===== src/rtl/pong_pkg.sv =====
// Shared definitions for the score-to-BCD scheduling logic.
//   sched_state_t : scheduler FSM encoding (FLUSH / ARB / START / WAIT)
//   bcd_max()     : largest value representable in n_digits BCD digits
package pong_pkg;

  typedef enum logic [1:0] {
    FLUSH = 2'd0,  // converter drain period, no start pulses issued
    ARB   = 2'd1,  // idle / picking the next requester
    START = 2'd2,  // one-cycle start pulse to the converter
    WAIT  = 2'd3   // waiting for conv_completed or timeout
  } sched_state_t;

  // 10^n_digits - 1, e.g. 99 for two digits.
  function automatic int bcd_max(input int n_digits);
    int m;
    m = 1;
    for (int i = 0; i < n_digits; i++) begin
      m = m * 10;
    end
    return m - 1;
  endfunction

endpackage


===== src/rtl/score_bcd_scheduler_rr_arbiter.sv =====
// Combinational round-robin pick.
//   pending     : in  request vector
//   ptr         : in  highest-priority index for this pick
//   grant_idx   : out first set bit of pending at or after ptr (with wrap)
//   grant_valid : out pending is nonzero
// The pointer register itself lives in the parent.
module rr_arbiter #(
  parameter int N_REQ = 2,
  parameter int IDX_W = (N_REQ > 1) ? $clog2(N_REQ) : 1
) (
  input  logic [N_REQ-1:0] pending,
  input  logic [IDX_W-1:0] ptr,
  output logic [IDX_W-1:0] grant_idx,
  output logic             grant_valid
);

  logic [2*N_REQ-1:0] doubled;
  logic [N_REQ-1:0]   rotated;
  logic [IDX_W-1:0]   offset;
  logic [IDX_W:0]     sum;

  // Rotate pending so that bit ptr lands at position 0; the first set bit
  // of the rotated vector is then the offset from ptr to the winner.
  assign doubled = {pending, pending} >> ptr;
  assign rotated = doubled[N_REQ-1:0];

  always_comb begin
    offset      = '0;
    grant_valid = 1'b0;
    for (int k = 0; k < N_REQ; k++) begin
      if (!grant_valid && rotated[k]) begin
        grant_valid = 1'b1;
        offset      = IDX_W'(k);
      end
    end
    sum = {1'b0, ptr} + {1'b0, offset};
    if (sum >= (IDX_W + 1)'(N_REQ)) begin
      sum = sum - (IDX_W + 1)'(N_REQ);
    end
    grant_idx = sum[IDX_W-1:0];
  end

endmodule


===== src/rtl/score_bcd_scheduler.sv =====
// Shares one BinaryToBCD converter between N_REQ score sources.
//   clock, reset   : clock / async active-high reset
//   req, value     : per-requester request pulse and binary score
//   conv_start, conv_binary, conv_bcd, conv_completed : converter handshake
//   bcd_out, upd   : last BCD result per requester and its refresh pulse
//   busy           : high whenever the scheduler is not idle in ARB
//   timeout_err    : pulse when a conversion is abandoned
// Requests are latched into a pending mask and served round-robin. The
// value is sampled when the grant is made, saturated to the BCD range.
module score_bcd_scheduler #(
  parameter int N_REQ        = 2,
  parameter int INPUT_LENGTH = 8,
  parameter int N_DIGITS     = 2,
  parameter int TIMEOUT      = 255,
  parameter int FLUSH_CYCLES = 64
) (
  input  logic                            clock,
  input  logic                            reset,
  input  logic [N_REQ-1:0]                req,
  input  logic [N_REQ*INPUT_LENGTH-1:0]   value,
  output logic                            conv_start,
  output logic [INPUT_LENGTH-1:0]         conv_binary,
  input  logic [N_DIGITS*4-1:0]           conv_bcd,
  input  logic                            conv_completed,
  output logic [N_REQ*N_DIGITS*4-1:0]     bcd_out,
  output logic [N_REQ-1:0]                upd,
  output logic                            busy,
  output logic                            timeout_err
);
  import pong_pkg::*;

  localparam int IDX_W   = (N_REQ > 1) ? $clog2(N_REQ) : 1;
  localparam int BCD_W   = N_DIGITS * 4;
  localparam int MAX_VAL = bcd_max(N_DIGITS);
  localparam int FL_W    = $clog2(FLUSH_CYCLES + 1);
  localparam int TMO_W   = $clog2(TIMEOUT + 1);
  localparam logic [63:0] MAX_64 = 64'(MAX_VAL);

  sched_state_t              state_q, state_d;
  logic [FL_W-1:0]           flush_cnt_q, flush_cnt_d;
  logic [TMO_W-1:0]          tmo_cnt_q, tmo_cnt_d;
  logic [N_REQ-1:0]          pending_q, pending_d;
  logic [IDX_W-1:0]          ptr_q, ptr_d;
  logic [IDX_W-1:0]          gnt_q, gnt_d;
  logic                      conv_start_q, conv_start_d;
  logic [INPUT_LENGTH-1:0]   conv_binary_q, conv_binary_d;
  logic [BCD_W-1:0]          bcd_q [N_REQ];
  logic [BCD_W-1:0]          bcd_d [N_REQ];
  logic [N_REQ-1:0]          upd_q, upd_d;
  logic                      busy_q, busy_d;
  logic                      timeout_err_q, timeout_err_d;

  logic [INPUT_LENGTH-1:0]   value_slice [N_REQ];
  logic [IDX_W-1:0]          arb_idx;
  logic                      arb_valid;
  logic [N_REQ-1:0]          pending_clr;
  logic [INPUT_LENGTH-1:0]   sel_value;
  logic [INPUT_LENGTH-1:0]   sat_value;

  genvar gi;
  generate
    for (gi = 0; gi < N_REQ; gi++) begin : g_slice
      assign value_slice[gi]                = value[gi*INPUT_LENGTH +: INPUT_LENGTH];
      assign bcd_out[gi*BCD_W +: BCD_W]     = bcd_q[gi];
    end
  endgenerate

  rr_arbiter #(
    .N_REQ (N_REQ),
    .IDX_W (IDX_W)
  ) u_arb (
    .pending     (pending_q),
    .ptr         (ptr_q),
    .grant_idx   (arb_idx),
    .grant_valid (arb_valid)
  );

  // Values above the BCD range are clamped to all-nines.
  always_comb begin
    sel_value = value_slice[arb_idx];
    sat_value = sel_value;
    if (64'(sel_value) > MAX_64) begin
      sat_value = INPUT_LENGTH'(MAX_VAL);
    end
  end

  always_comb begin
    state_d       = state_q;
    flush_cnt_d   = flush_cnt_q;
    tmo_cnt_d     = tmo_cnt_q;
    ptr_d         = ptr_q;
    gnt_d         = gnt_q;
    conv_binary_d = conv_binary_q;
    bcd_d         = bcd_q;
    upd_d         = '0;
    timeout_err_d = 1'b0;
    pending_clr   = '0;

    case (state_q)
      FLUSH: begin
        // conv_completed is deliberately ignored: it may belong to a
        // conversion started before reset or before a timeout.
        if (flush_cnt_q == FL_W'(FLUSH_CYCLES - 1)) begin
          state_d = ARB;
        end else begin
          flush_cnt_d = flush_cnt_q + FL_W'(1);
        end
      end
      ARB: begin
        if (arb_valid) begin
          pending_clr   = N_REQ'(1) << arb_idx;
          gnt_d         = arb_idx;
          ptr_d         = (arb_idx == IDX_W'(N_REQ - 1)) ? '0 : arb_idx + IDX_W'(1);
          conv_binary_d = sat_value;
          state_d       = START;
        end
      end
      START: begin
        tmo_cnt_d = '0;
        state_d   = WAIT;
      end
      WAIT: begin
        if (conv_completed) begin
          bcd_d[gnt_q] = conv_bcd;
          upd_d        = N_REQ'(1) << gnt_q;
          state_d      = ARB;
        end else if (tmo_cnt_q == TMO_W'(TIMEOUT - 2)) begin
          // The registered pulse lands exactly TIMEOUT cycles after the
          // start pulse (counter is 0 in the first WAIT cycle).
          timeout_err_d = 1'b1;
          flush_cnt_d   = '0;
          state_d       = FLUSH;
        end else begin
          tmo_cnt_d = tmo_cnt_q + TMO_W'(1);
        end
      end
      default: begin
        flush_cnt_d = '0;
        state_d     = FLUSH;
      end
    endcase

    // A request arriving in its own grant cycle survives the clear.
    pending_d    = (pending_q & ~pending_clr) | req;
    conv_start_d = (state_d == START);
    busy_d       = (state_d != ARB);
  end

  always_ff @(posedge clock or posedge reset) begin
    if (reset) begin
      state_q       <= FLUSH;
      flush_cnt_q   <= '0;
      tmo_cnt_q     <= '0;
      pending_q     <= '0;
      ptr_q         <= '0;
      gnt_q         <= '0;
      conv_start_q  <= 1'b0;
      conv_binary_q <= '0;
      for (int i = 0; i < N_REQ; i++) begin
        bcd_q[i] <= '0;
      end
      upd_q         <= '0;
      busy_q        <= 1'b1;
      timeout_err_q <= 1'b0;
    end else begin
      state_q       <= state_d;
      flush_cnt_q   <= flush_cnt_d;
      tmo_cnt_q     <= tmo_cnt_d;
      pending_q     <= pending_d;
      ptr_q         <= ptr_d;
      gnt_q         <= gnt_d;
      conv_start_q  <= conv_start_d;
      conv_binary_q <= conv_binary_d;
      bcd_q         <= bcd_d;
      upd_q         <= upd_d;
      busy_q        <= busy_d;
      timeout_err_q <= timeout_err_d;
    end
  end

  assign conv_start  = conv_start_q;
  assign conv_binary = conv_binary_q;
  assign upd         = upd_q;
  assign busy        = busy_q;
  assign timeout_err = timeout_err_q;

endmodule


===== config.mk =====
export PLATFORM = sky130hd
export DESIGN_NAME = score_bcd_scheduler
export DESIGN_NICKNAME = d
export VERILOG_FILES = /design/src/rtl/pong_pkg.sv /design/src/rtl/score_bcd_scheduler_rr_arbiter.sv /design/src/rtl/score_bcd_scheduler.sv
export SDC_FILE = /design/constraint.sdc
export NUM_CORES = 1
export LEC_CHECK = 0
export ABC_AREA = 1
export CORE_ASPECT_RATIO = 1.2
export CORE_MARGIN = 2
export CORE_UTILIZATION = 47
export CTS_BUF_LIST = sky130_fd_sc_hd__clkbuf_8
export DETAILED_ROUTE_END_ITERATION = 16
export PLACE_DENSITY = 0.85
export SETUP_SLACK_MARGIN = 0.3
export SYNTH_ARGS = -nofsm -noshare
export SYNTH_HDL_FRONTEND = slang
export SYNTH_HIERARCHICAL = 1
export SYNTH_SLANG_ARGS = --single-unit
export TNS_END_PERCENT = 5

===== constraint.sdc =====
create_clock -name clock -period 1.52 [get_ports clock]
set_input_delay 0.304 -clock clock [delete_from_list [all_inputs] [get_ports clock]]
set_output_delay 0.304 -clock clock [all_outputs]
set_load 0.1 [all_outputs]

After elaboration in Yosys (flattened, before gate mapping)
Index checks and enable logic that the tools add are counted.
{"block": "classes", "shifts": 3, "n_eq_ne": 11, "div_mod_pow": 0, "n_bitwise": 5, "magnitude_cmp": 5, "mux": 31, "n_mul": 0, "n_reduce_logical": 10, "add_sub_neg": 5}
{"cell": "8-bit 2-to-1 mux", "n": 7}
{"cell": "7-bit 2-to-1 mux", "n": 3}
{"cell": "16-bit bitwise mux", "n": 1}
{"cell": "2-bit 2-to-1 mux", "n": 8}
{"cell": "8-bit one-hot mux with 2 select lines", "n": 1}
{"cell": "7-bit one-hot mux with 2 select lines", "n": 1}
{"cell": "8-bit by 1-bit adder with 8-bit output (second input constant)", "n": 1}
{"cell": "8-bit demux with 1-bit select", "n": 1}
{"cell": "8-bit == test (second input constant)", "n": 1}
{"cell": "8-bit by 7-bit > comparator with 1-bit output (second input constant)", "n": 1}
{"cell": "1-bit 2-to-1 mux", "n": 8}
{"cell": "2-bit != test (second input constant)", "n": 4}
{"cell": "2-bit one-hot mux with 4 select lines", "n": 1}
{"cell": "7-bit by 1-bit adder with 7-bit output (second input constant)", "n": 1}
{"cell": "7-bit by 6-bit == test with 1-bit output (second input constant)", "n": 1}
{"cell": "2-bit == test (second input constant)", "n": 3}
{"cell": "2-bit greater-or-equal comparator (second input constant)", "n": 3}
{"cell": "1-bit inverter with 2-bit output", "n": 2}
{"cell": "2-bit AND reduction", "n": 2}
{"cell": "4-bit AND reduction", "n": 1}
{"cell": "2-bit nonzero test", "n": 2}
{"cell": "1-bit by 1-bit << shifter with 2-bit output (first input constant)", "n": 2}
{"cell": "4-bit by 1-bit right shift with 2-bit output", "n": 1}
{"cell": "3-bit AND reduction", "n": 1}
{"cell": "12 further kinds", "n": 13}
{"block": "totals", "regBits": 50, "ram_bits": 0, "memories": 0, "mem_bits_ro": 0, "word_cells": 83, "latchBits": 0, "output_inout_bits": 29}

Depth between registers and ports, before layout
Gate-level depths: netlist of run 1.
{"block": "logic_depth", "depth_word": 14, "ltp_mapped": 10}

By module
The synthesis of run 1 kept the hierarchy.
{"mod": "score_bcd_scheduler", "area_each_um2": 2482.4, "cells_per_inst": 302, "n_inst": 1, "seq_area_each_um2": 1252.5}
{"mod": "rr_arbiter", "area_each_um2": 18.8, "cells_per_inst": 4, "n_inst": 1, "seq_area_each_um2": 0.0}

Worst setup path after synthesis of run 1
No wires, ideal clock.
{"block": "synth_path", "path_kind": "reg-to-reg", "start": "reg pending_q[1]", "end": "reg conv_binary_q[0], in the netlist conv_binary[0]", "path_slack_ns": 0.091, "path_stages_with_launch": 11, "arrival_ns": 1.317, "setup_time_ns": 0.113, "cell_sequence": "dfrtp_1 > nand2_1 > a21oi_1 > buf_2 > nand2_1 > o21ai_0 > nand3_1 > nand2_1 > nand3_1 > nand2_1 > inv_1"}
{"block": "synth_via", "elab_chain_len": 14, "word_cells_on_any_way": 17, "classes_between": "add/sub (2); order compare (2); shift (1); mux (8); bitwise (1); reduce/logical (3)"}
{"item": "start: declaration", "line_no": "score_bcd_scheduler.sv:42", "text": "logic [N_REQ-1:0] pending_q, pending_d;"}
{"item": "start signal: assignment", "line_no": "score_bcd_scheduler.sv:169", "text": "pending_q <= pending_d;"}
{"item": "4-bit by 1-bit right shift with 2-bit output (*)", "line_no": "score_bcd_scheduler_rr_arbiter.sv:24", "text": "assign doubled = {pending, pending} >> ptr;"}
{"item": "1-bit 2-to-1 mux", "line_no": "score_bcd_scheduler_rr_arbiter.sv:31", "text": "if (!grant_valid && rotated[k]) begin"}
{"item": "1-bit logical NOT", "line_no": "score_bcd_scheduler_rr_arbiter.sv:31"}
{"item": "1-bit logical AND (*)", "line_no": "score_bcd_scheduler_rr_arbiter.sv:31"}
{"item": "1-bit 2-to-1 mux (*)", "line_no": "score_bcd_scheduler_rr_arbiter.sv:31"}
{"item": "1-bit by 1-bit adder with 2-bit output (*)", "line_no": "score_bcd_scheduler_rr_arbiter.sv:36", "text": "sum = {1'b0, ptr} + {1'b0, offset};"}
{"item": "2-bit greater-or-equal comparator / 1-bit subtractor (equally long branches)", "line_no": "score_bcd_scheduler_rr_arbiter.sv:37, score_bcd_scheduler_rr_arbiter.sv:38"}
{"item": "1-bit 2-to-1 mux (*)", "line_no": "score_bcd_scheduler_rr_arbiter.sv:37", "text": "if (sum >= (IDX_W + 1)'(N_REQ)) begin"}
{"item": "named net arb_idx", "line_no": "score_bcd_scheduler.sv:54", "text": "logic [IDX_W-1:0] arb_idx;"}
{"item": "1-bit inverter with 2-bit output (not written as such) (*)", "line_no": "score_bcd_scheduler.sv:80", "text": "sel_value = value_slice[arb_idx];"}
{"item": "8-bit 2-to-1 mux (not written as such) (*) (3 in series)", "line_no": "score_bcd_scheduler.sv:80"}
{"item": "8-bit by 7-bit > comparator with 1-bit output", "line_no": "score_bcd_scheduler.sv:82", "text": "if (64'(sel_value) > MAX_64) begin"}
{"item": "8-bit 2-to-1 mux (*)", "line_no": "score_bcd_scheduler.sv:82"}
{"item": "end signal: assignment", "line_no": "score_bcd_scheduler.sv:173", "text": "conv_binary_q <= conv_binary_d;"}
{"item": "end: declaration", "line_no": "score_bcd_scheduler.sv:46", "text": "logic [INPUT_LENGTH-1:0] conv_binary_q, conv_binary_d;"}
Mark *: on every way through the listed nets, which the timed path passes. The rest lies on a longest branch. The select of a mux whose other input is x is not followed.
A chain may end at the register's enable or synchronous reset.

Final worst setup path of run 1
{"block": "layout_path", "start": "reg pending_q[1]", "end": "reg conv_binary_q[2], in the netlist conv_binary[2]"}
{"block": "layout_via", "word_cells_on_any_way": 17, "classes_between": "add/sub (2); order compare (2); shift (1); mux (8); bitwise (1); reduce/logical (3)"}
{"item": "4-bit by 1-bit right shift with 2-bit output (*)", "line_no": "score_bcd_scheduler_rr_arbiter.sv:24"}
{"item": "1-bit 2-to-1 mux", "line_no": "score_bcd_scheduler_rr_arbiter.sv:31"}
{"item": "1-bit logical NOT", "line_no": "score_bcd_scheduler_rr_arbiter.sv:31"}
{"item": "1-bit logical AND", "line_no": "score_bcd_scheduler_rr_arbiter.sv:31"}
{"item": "1-bit 2-to-1 mux (*)", "line_no": "score_bcd_scheduler_rr_arbiter.sv:31"}
{"item": "named net arb_valid", "line_no": "score_bcd_scheduler.sv:55", "text": "logic arb_valid;"}
{"item": "2-bit AND reduction (no source line) (*)"}
Marked as above.

==> impl_metrics.xml, run 1 <==
<?xml version="1.0" encoding="UTF-8"?>
<metrics>
  <group name="timing">
    <metric name="slew_at_the_pin_closest_to_its_max_slew_limit" unit="ps">356</metric>
    <metric name="max_freq" unit="GHz">0.655</metric>
    <metric name="unrepaired_setup_endpoints_after_global_routing" unit="">true</metric>
    <metric name="final_period_minus_worst_setup_slack" unit="ps">1530</metric>
    <metric name="maxSlewHeadroom" unit="%">76.2</metric>
    <metric name="hold_violations_final" unit="">0</metric>
    <metric name="fin_worst_skew" unit="ps">6.27</metric>
    <metric name="timing.final.setup_violations" unit="">1</metric>
    <metric name="setup_slack" unit="ps">-7.23</metric>
    <metric name="final_report_max_slew_violation_count" unit="">0</metric>
    <metric name="holdWs" unit="ps">412</metric>
    <metric name="layout_worst_path_cycle_share" unit="%">100</metric>
  </group>
  <group name="outcome">
    <metric name="violations" unit="">negative setup slack</metric>
    <metric name="run_status" unit="">finished with violations</metric>
  </group>
  <group name="critical_path">
    <metric name="cp.buffers_inverters" unit="">1</metric>
    <metric name="critPathSlowestCell" unit="">sky130_fd_sc_hd__dfrtp_1</metric>
    <metric name="timing_worst_setup_path_type" unit="">reg2reg</metric>
    <metric name="critPathLaunchType" unit="">flop</metric>
    <metric name="cp_data_arrival_time" unit="ps">1780</metric>
    <metric name="crit_fanout" unit="">9</metric>
    <metric name="crit_path_end_kind" unit="">flop</metric>
    <metric name="worst_path_most_repeated_cell" unit="">sky130_fd_sc_hd__nand2_1</metric>
    <metric name="worstPathCellList" unit="">or2_1 &gt; nand2_1 &gt; nor2_4 &gt; inv_2 &gt; nor2_1 &gt; nand3_1 &gt; nand2_1</metric>
    <metric name="cp_slowest_stage_delay" unit="ps">450</metric>
    <metric name="cp.required" unit="ps">1770</metric>
    <metric name="family_with_the_most_delay_on_the_worst_path" unit="">simple AND/OR/NAND/NOR gates</metric>
  </group>
  <group name="power_and_ir_drop">
    <metric name="power_switching" unit="mW">5.08</metric>
    <metric name="power-per-cell-area" unit="mW/mm^2">2400</metric>
    <metric name="internal_power" unit="mW">4.39</metric>
    <metric name="seq_pwr_share" unit="%">24.3</metric>
    <metric name="clock_power_share" unit="%">8.7</metric>
    <metric name="irDropWorstVdd" unit="V">0.00136</metric>
    <metric name="switching_share" unit="%">53.6</metric>
    <metric name="leak_pwr" unit="nW">1.85</metric>
    <metric name="p_comb_share" unit="%">67.1</metric>
  </group>
  <group name="global_route">
    <metric name="globalRoute.totalOverflow" unit="">0</metric>
    <metric name="maximum_number_of_pins_on_one_net_before_global_route_repair" unit="">51</metric>
    <metric name="grt.met3_usage" unit="%">3.62</metric>
    <metric name="gr-usage-all-layers" unit="%">21.5</metric>
    <metric name="most_heavily_used_metal_layer_in_global_routing" unit="">met2</metric>
    <metric name="globalRouteMet1Util" unit="%">25.2</metric>
    <metric name="via_count_of_the_first_global_routing_pass" unit="">2261</metric>
    <metric name="grt_first_pass_wirelength" unit="um">10200</metric>
    <metric name="grt_antenna_before_repair" unit="">0</metric>
    <metric name="met2_track_usage_gr" unit="%">38.4</metric>
  </group>
  <group name="placement">
    <metric name="dpl-instance-area" unit="sq mm">0.00347</metric>
    <metric name="final_gp_congestion" unit="">0.821</metric>
    <metric name="placement.io_buffers" unit="">57</metric>
    <metric name="post-dp-hpwl" unit="um">4230</metric>
  </group>
  <group name="logic_synthesis">
    <metric name="synthArstFlopShare" unit="%">100</metric>
    <metric name="synth_cell_type_count" unit="">31</metric>
    <metric name="synth_enable_flop_cells" unit="">0</metric>
    <metric name="synth_sequential_area_ratio" unit="%">50.1</metric>
    <metric name="ys.flop_type" unit="">sky130_fd_sc_hd__dfrtp_1</metric>
    <metric name="synth.yosys.warnings" unit="">6</metric>
    <metric name="synth_seq_cells" unit="">50</metric>
    <metric name="syn_avg_cell_area" unit="sq um">8.17</metric>
    <metric name="synth.cell_area" unit="sq mm">0.00250</metric>
    <metric name="cell_count_after_synthesis" unit="">306</metric>
    <metric name="synth_fp_nets" unit="">338</metric>
  </group>
  <group name="clock_tree">
    <metric name="clock-root-buffer" unit="">sky130_fd_sc_hd__clkbuf_8</metric>
    <metric name="cts_buffers" unit="">5</metric>
    <metric name="tritoncts" unit="">yes</metric>
    <metric name="postCtsHoldBufs" unit="">0</metric>
    <metric name="cts-root-to-sink-buffers" unit="">2</metric>
    <metric name="cts-htree-levels" unit="">2</metric>
    <metric name="clk_pin_slew" unit="ps">90</metric>
    <metric name="cts_sinks" unit="">50</metric>
    <metric name="insertion_delay" unit="ps">300</metric>
  </group>
  <group name="routing">
    <metric name="post_route_wl" unit="um">6980</metric>
    <metric name="antenna_left" unit="">0</metric>
    <metric name="viasPerCell" unit="">5.44</metric>
    <metric name="routed_length_per_instance" unit="um">15.7</metric>
    <metric name="drc" unit="">0</metric>
    <metric name="dr.pass1.iters" unit="">6</metric>
    <metric name="drtIter0Drc" unit="">169</metric>
    <metric name="vias" unit="">2419</metric>
  </group>
  <group name="floorplanning">
    <metric name="row_count" unit="">29</metric>
    <metric name="io_pins" unit="">58</metric>
    <metric name="die-height" unit="um">83.9</metric>
    <metric name="placeableCoreArea" unit="sq mm">0.00523</metric>
    <metric name="initial_standard_cell_utilization_of_the_core" unit="%">47.9</metric>
    <metric name="die_area" unit="sq mm">0.00592</metric>
    <metric name="floorplan_die_width" unit="um">70.6</metric>
  </group>
  <group name="finish">
    <metric name="finalInstanceArea" unit="sq mm">0.00394</metric>
    <metric name="post_route_cells_drive_above_1_share" unit="%">35.8</metric>
    <metric name="antenna_cells_inserted" unit="">0</metric>
    <metric name="layout.nets" unit="">414</metric>
    <metric name="layout.filler_cells" unit="">304</metric>
    <metric name="synthToLayoutAreaGrowth" unit="%">57.6</metric>
  </group>
  <group name="run">
    <metric name="maxCapViolations" unit="">0</metric>
  </group>
  <group name="min_path">
    <metric name="worst_hold_path_type" unit="">in2async</metric>
  </group>
</metrics>
[metal layers]
metal  vias to the layer above  wire [um]  part of all wire, %
met5                         -          0                    0
met4                         0        255                  3.7
met3                        24        404                  5.8
met1                      1192       2530                   36
li1                       1104          -                    -
met2                        99       3800                   54
[cell type report]
class	count	area [sq um]	share of cell area (%)
multi-input cells	207	1320	33.6
well taps	62	77.6	1.97
repair buffers	73	1000	25.5
clock buffers	6	82.6	2.09
flip-flops and latches	50	1250	31.8
clock inverters	2	12.5	0.317
inverters	45	188	4.76
[placed cells by master (no fill, tap or decap), types with 3 or more instances in the layout]
cell                              netlist  layout
sky130_fd_sc_hd__nand2_8                1       3
sky130_fd_sc_hd__dfrtp_1               49      48
sky130_fd_sc_hd__buf_4                  1      12
sky130_fd_sc_hd__nor2_1                40      28
sky130_fd_sc_hd__a21oi_1               10       9
sky130_fd_sc_hd__o21bai_1               4       4
sky130_fd_sc_hd__buf_6                  2       3
sky130_fd_sc_hd__nand3b_1               5       5
sky130_fd_sc_hd__nand2_1               86      63
sky130_fd_sc_hd__nand3_4                0       3
sky130_fd_sc_hd__clkdlybuf4s50_1        0      28
sky130_fd_sc_hd__buf_12                 0      30
sky130_fd_sc_hd__nand3_2                2       5
sky130_fd_sc_hd__inv_1                 41      34
sky130_fd_sc_hd__inv_2                  3       6
sky130_fd_sc_hd__xor2_1                 3       3
sky130_fd_sc_hd__o21ai_2                8      13
sky130_fd_sc_hd__nand2_4                1       3
sky130_fd_sc_hd__nand3_1               18      12
sky130_fd_sc_hd__nor2_4                 1       9
sky130_fd_sc_hd__nand2_2                4      23
sky130_fd_sc_hd__nor2_2                 0       4
sky130_fd_sc_hd__clkbuf_8               0       6
[final timing paths]
path,from,end,slack [ps],cells past startpoint
max,pending_q[1],conv_binary[2],-7,7
min,reset,tmo_cnt_q[2],410,3
max reg2reg,pending_q[1],conv_binary[2],-7,7
min reg2reg,flush_cnt_q[6],flush_cnt_q[6],520,2
max in group asynchronous,reset,busy,840,3
min in group clock,flush_cnt_q[6],flush_cnt_q[6],520,2
[repair_timing]
| item | in CTS | in global routing |
|---|---|---|
| resized for setup | 19 | 75 |
| pin swaps | 6 | 34 |
| endpoints found under the setup margin | 53 | 75 |
| cloned | 1 | 0 |
| setup buffers | 3 | 5 |
[worst register-to-register path, delay by kind of cell (launching register included)]
kind / cells / cell delay [ps]
simple gates: 6 / 870
flops: 1 / 450
buf+inv: 1 / 160
[through the flow]
| step | utilization (%) | worst slack (ps) | setup TNS [ps] | power [mW] | std cells |
|---|---|---|---|---|---|
| 4_1_cts | 69.7 | 25.5 | 0 | 8.74 | 440 |
| 3_3_place_gp | 66.5 | -105 | -1670 | 7.53 | 428 |
| 2_1_floorplan | - | 90.7 | 0 | 5.65 | 306 |
| 3_5_place_dp | 66.5 | -181 | -2780 | 7.66 | 428 |
| 5_1_grt | 75.5 | -106 | -1540 | 9.87 | 445 |
| 6_report | 75.5 | -7.23 | -7.23 | 9.47 | 445 |
[state kept, by name, indices dropped and copies added, names as in the netlist]
| signal | cells |
|---|---|
| upd | 2 |
| state_q | 2 |
| conv_start | 1 |
| bcd_out | 16 |
| pending_q | 2 |
| timeout_err | 1 |
| ptr_q | 1 |
| conv_binary | 8 |
| flush_cnt_q | 7 |
| tmo_cnt_q | 8 |
| busy | 1 |
| gnt_q | 1 |
[kinds of logic (layout without fill, tap and decap cells)]
kind of cell / after synthesis / after routing / synth area share, %
AOI/OAI and AO/OA: 35 / 35 / 8.85
xor gates and xnor gates: 3 / 3 / 1.05
adders and majority gates: 3 / 3 / 1.50
buffers and inverters: 49 / 126 / 8.35
DFF: 50 / 50 / 50.1
and+or+nand+nor: 166 / 166 / 30.2
[cell usage after synthesis, types with 2 or more instances]
cell type / n / share of area [%]
sky130_fd_sc_hd__nor2_1: 40 / 6.0
sky130_fd_sc_hd__nor3b_1: 2 / 0.60
sky130_fd_sc_hd__nand3b_1: 5 / 1.5
sky130_fd_sc_hd__inv_1: 41 / 6.2
sky130_fd_sc_hd__inv_2: 3 / 0.45
sky130_fd_sc_hd__xor2_1: 3 / 1.1
sky130_fd_sc_hd__nand3_1: 18 / 3.6
sky130_fd_sc_hd__nand3_2: 2 / 0.80
sky130_fd_sc_hd__o21bai_1: 4 / 1.2
sky130_fd_sc_hd__a31oi_1: 2 / 0.50
sky130_fd_sc_hd__dfrtp_1: 49 / 49
sky130_fd_sc_hd__nand2_1: 86 / 13
sky130_fd_sc_hd__nand2_2: 4 / 1.0
sky130_fd_sc_hd__o21ai_2: 8 / 2.8
sky130_fd_sc_hd__o21ai_0: 9 / 1.8
sky130_fd_sc_hd__a21oi_1: 10 / 2.0
sky130_fd_sc_hd__ha_1: 3 / 1.5
sky130_fd_sc_hd__buf_6: 2 / 0.90
sky130_fd_sc_hd__nand4_1: 2 / 0.50
sky130_fd_sc_hd__or2_2: 2 / 0.50
[power by group through the flow]
stage               clock (mW)  sequential, mW  combinational [mW]
floorplan                    0            4.22                1.43
global placement             0            2.22                5.31
detailed placement           0            2.26                5.40
CTS                      0.820            2.25                5.67
global route             0.889            2.35                6.63
finish                   0.821            2.30                6.35
Note: power is estimated with default switching activity, not from simulation.
==> run 2: changes to the inputs <==
--- a/config.mk
+++ b/config.mk
@@ -13,6 +13,7 @@
 export DETAILED_ROUTE_END_ITERATION = 16
 export PLACE_DENSITY = 0.85
 export SETUP_SLACK_MARGIN = 0.3
+export SLEW_MARGIN = 20
 export SYNTH_ARGS = -nofsm -noshare
 export SYNTH_HDL_FRONTEND = slang
 export SYNTH_HIERARCHICAL = 1
==> results of run 2 <==
Final layout, timing and power as in run 1 (identical DEF).
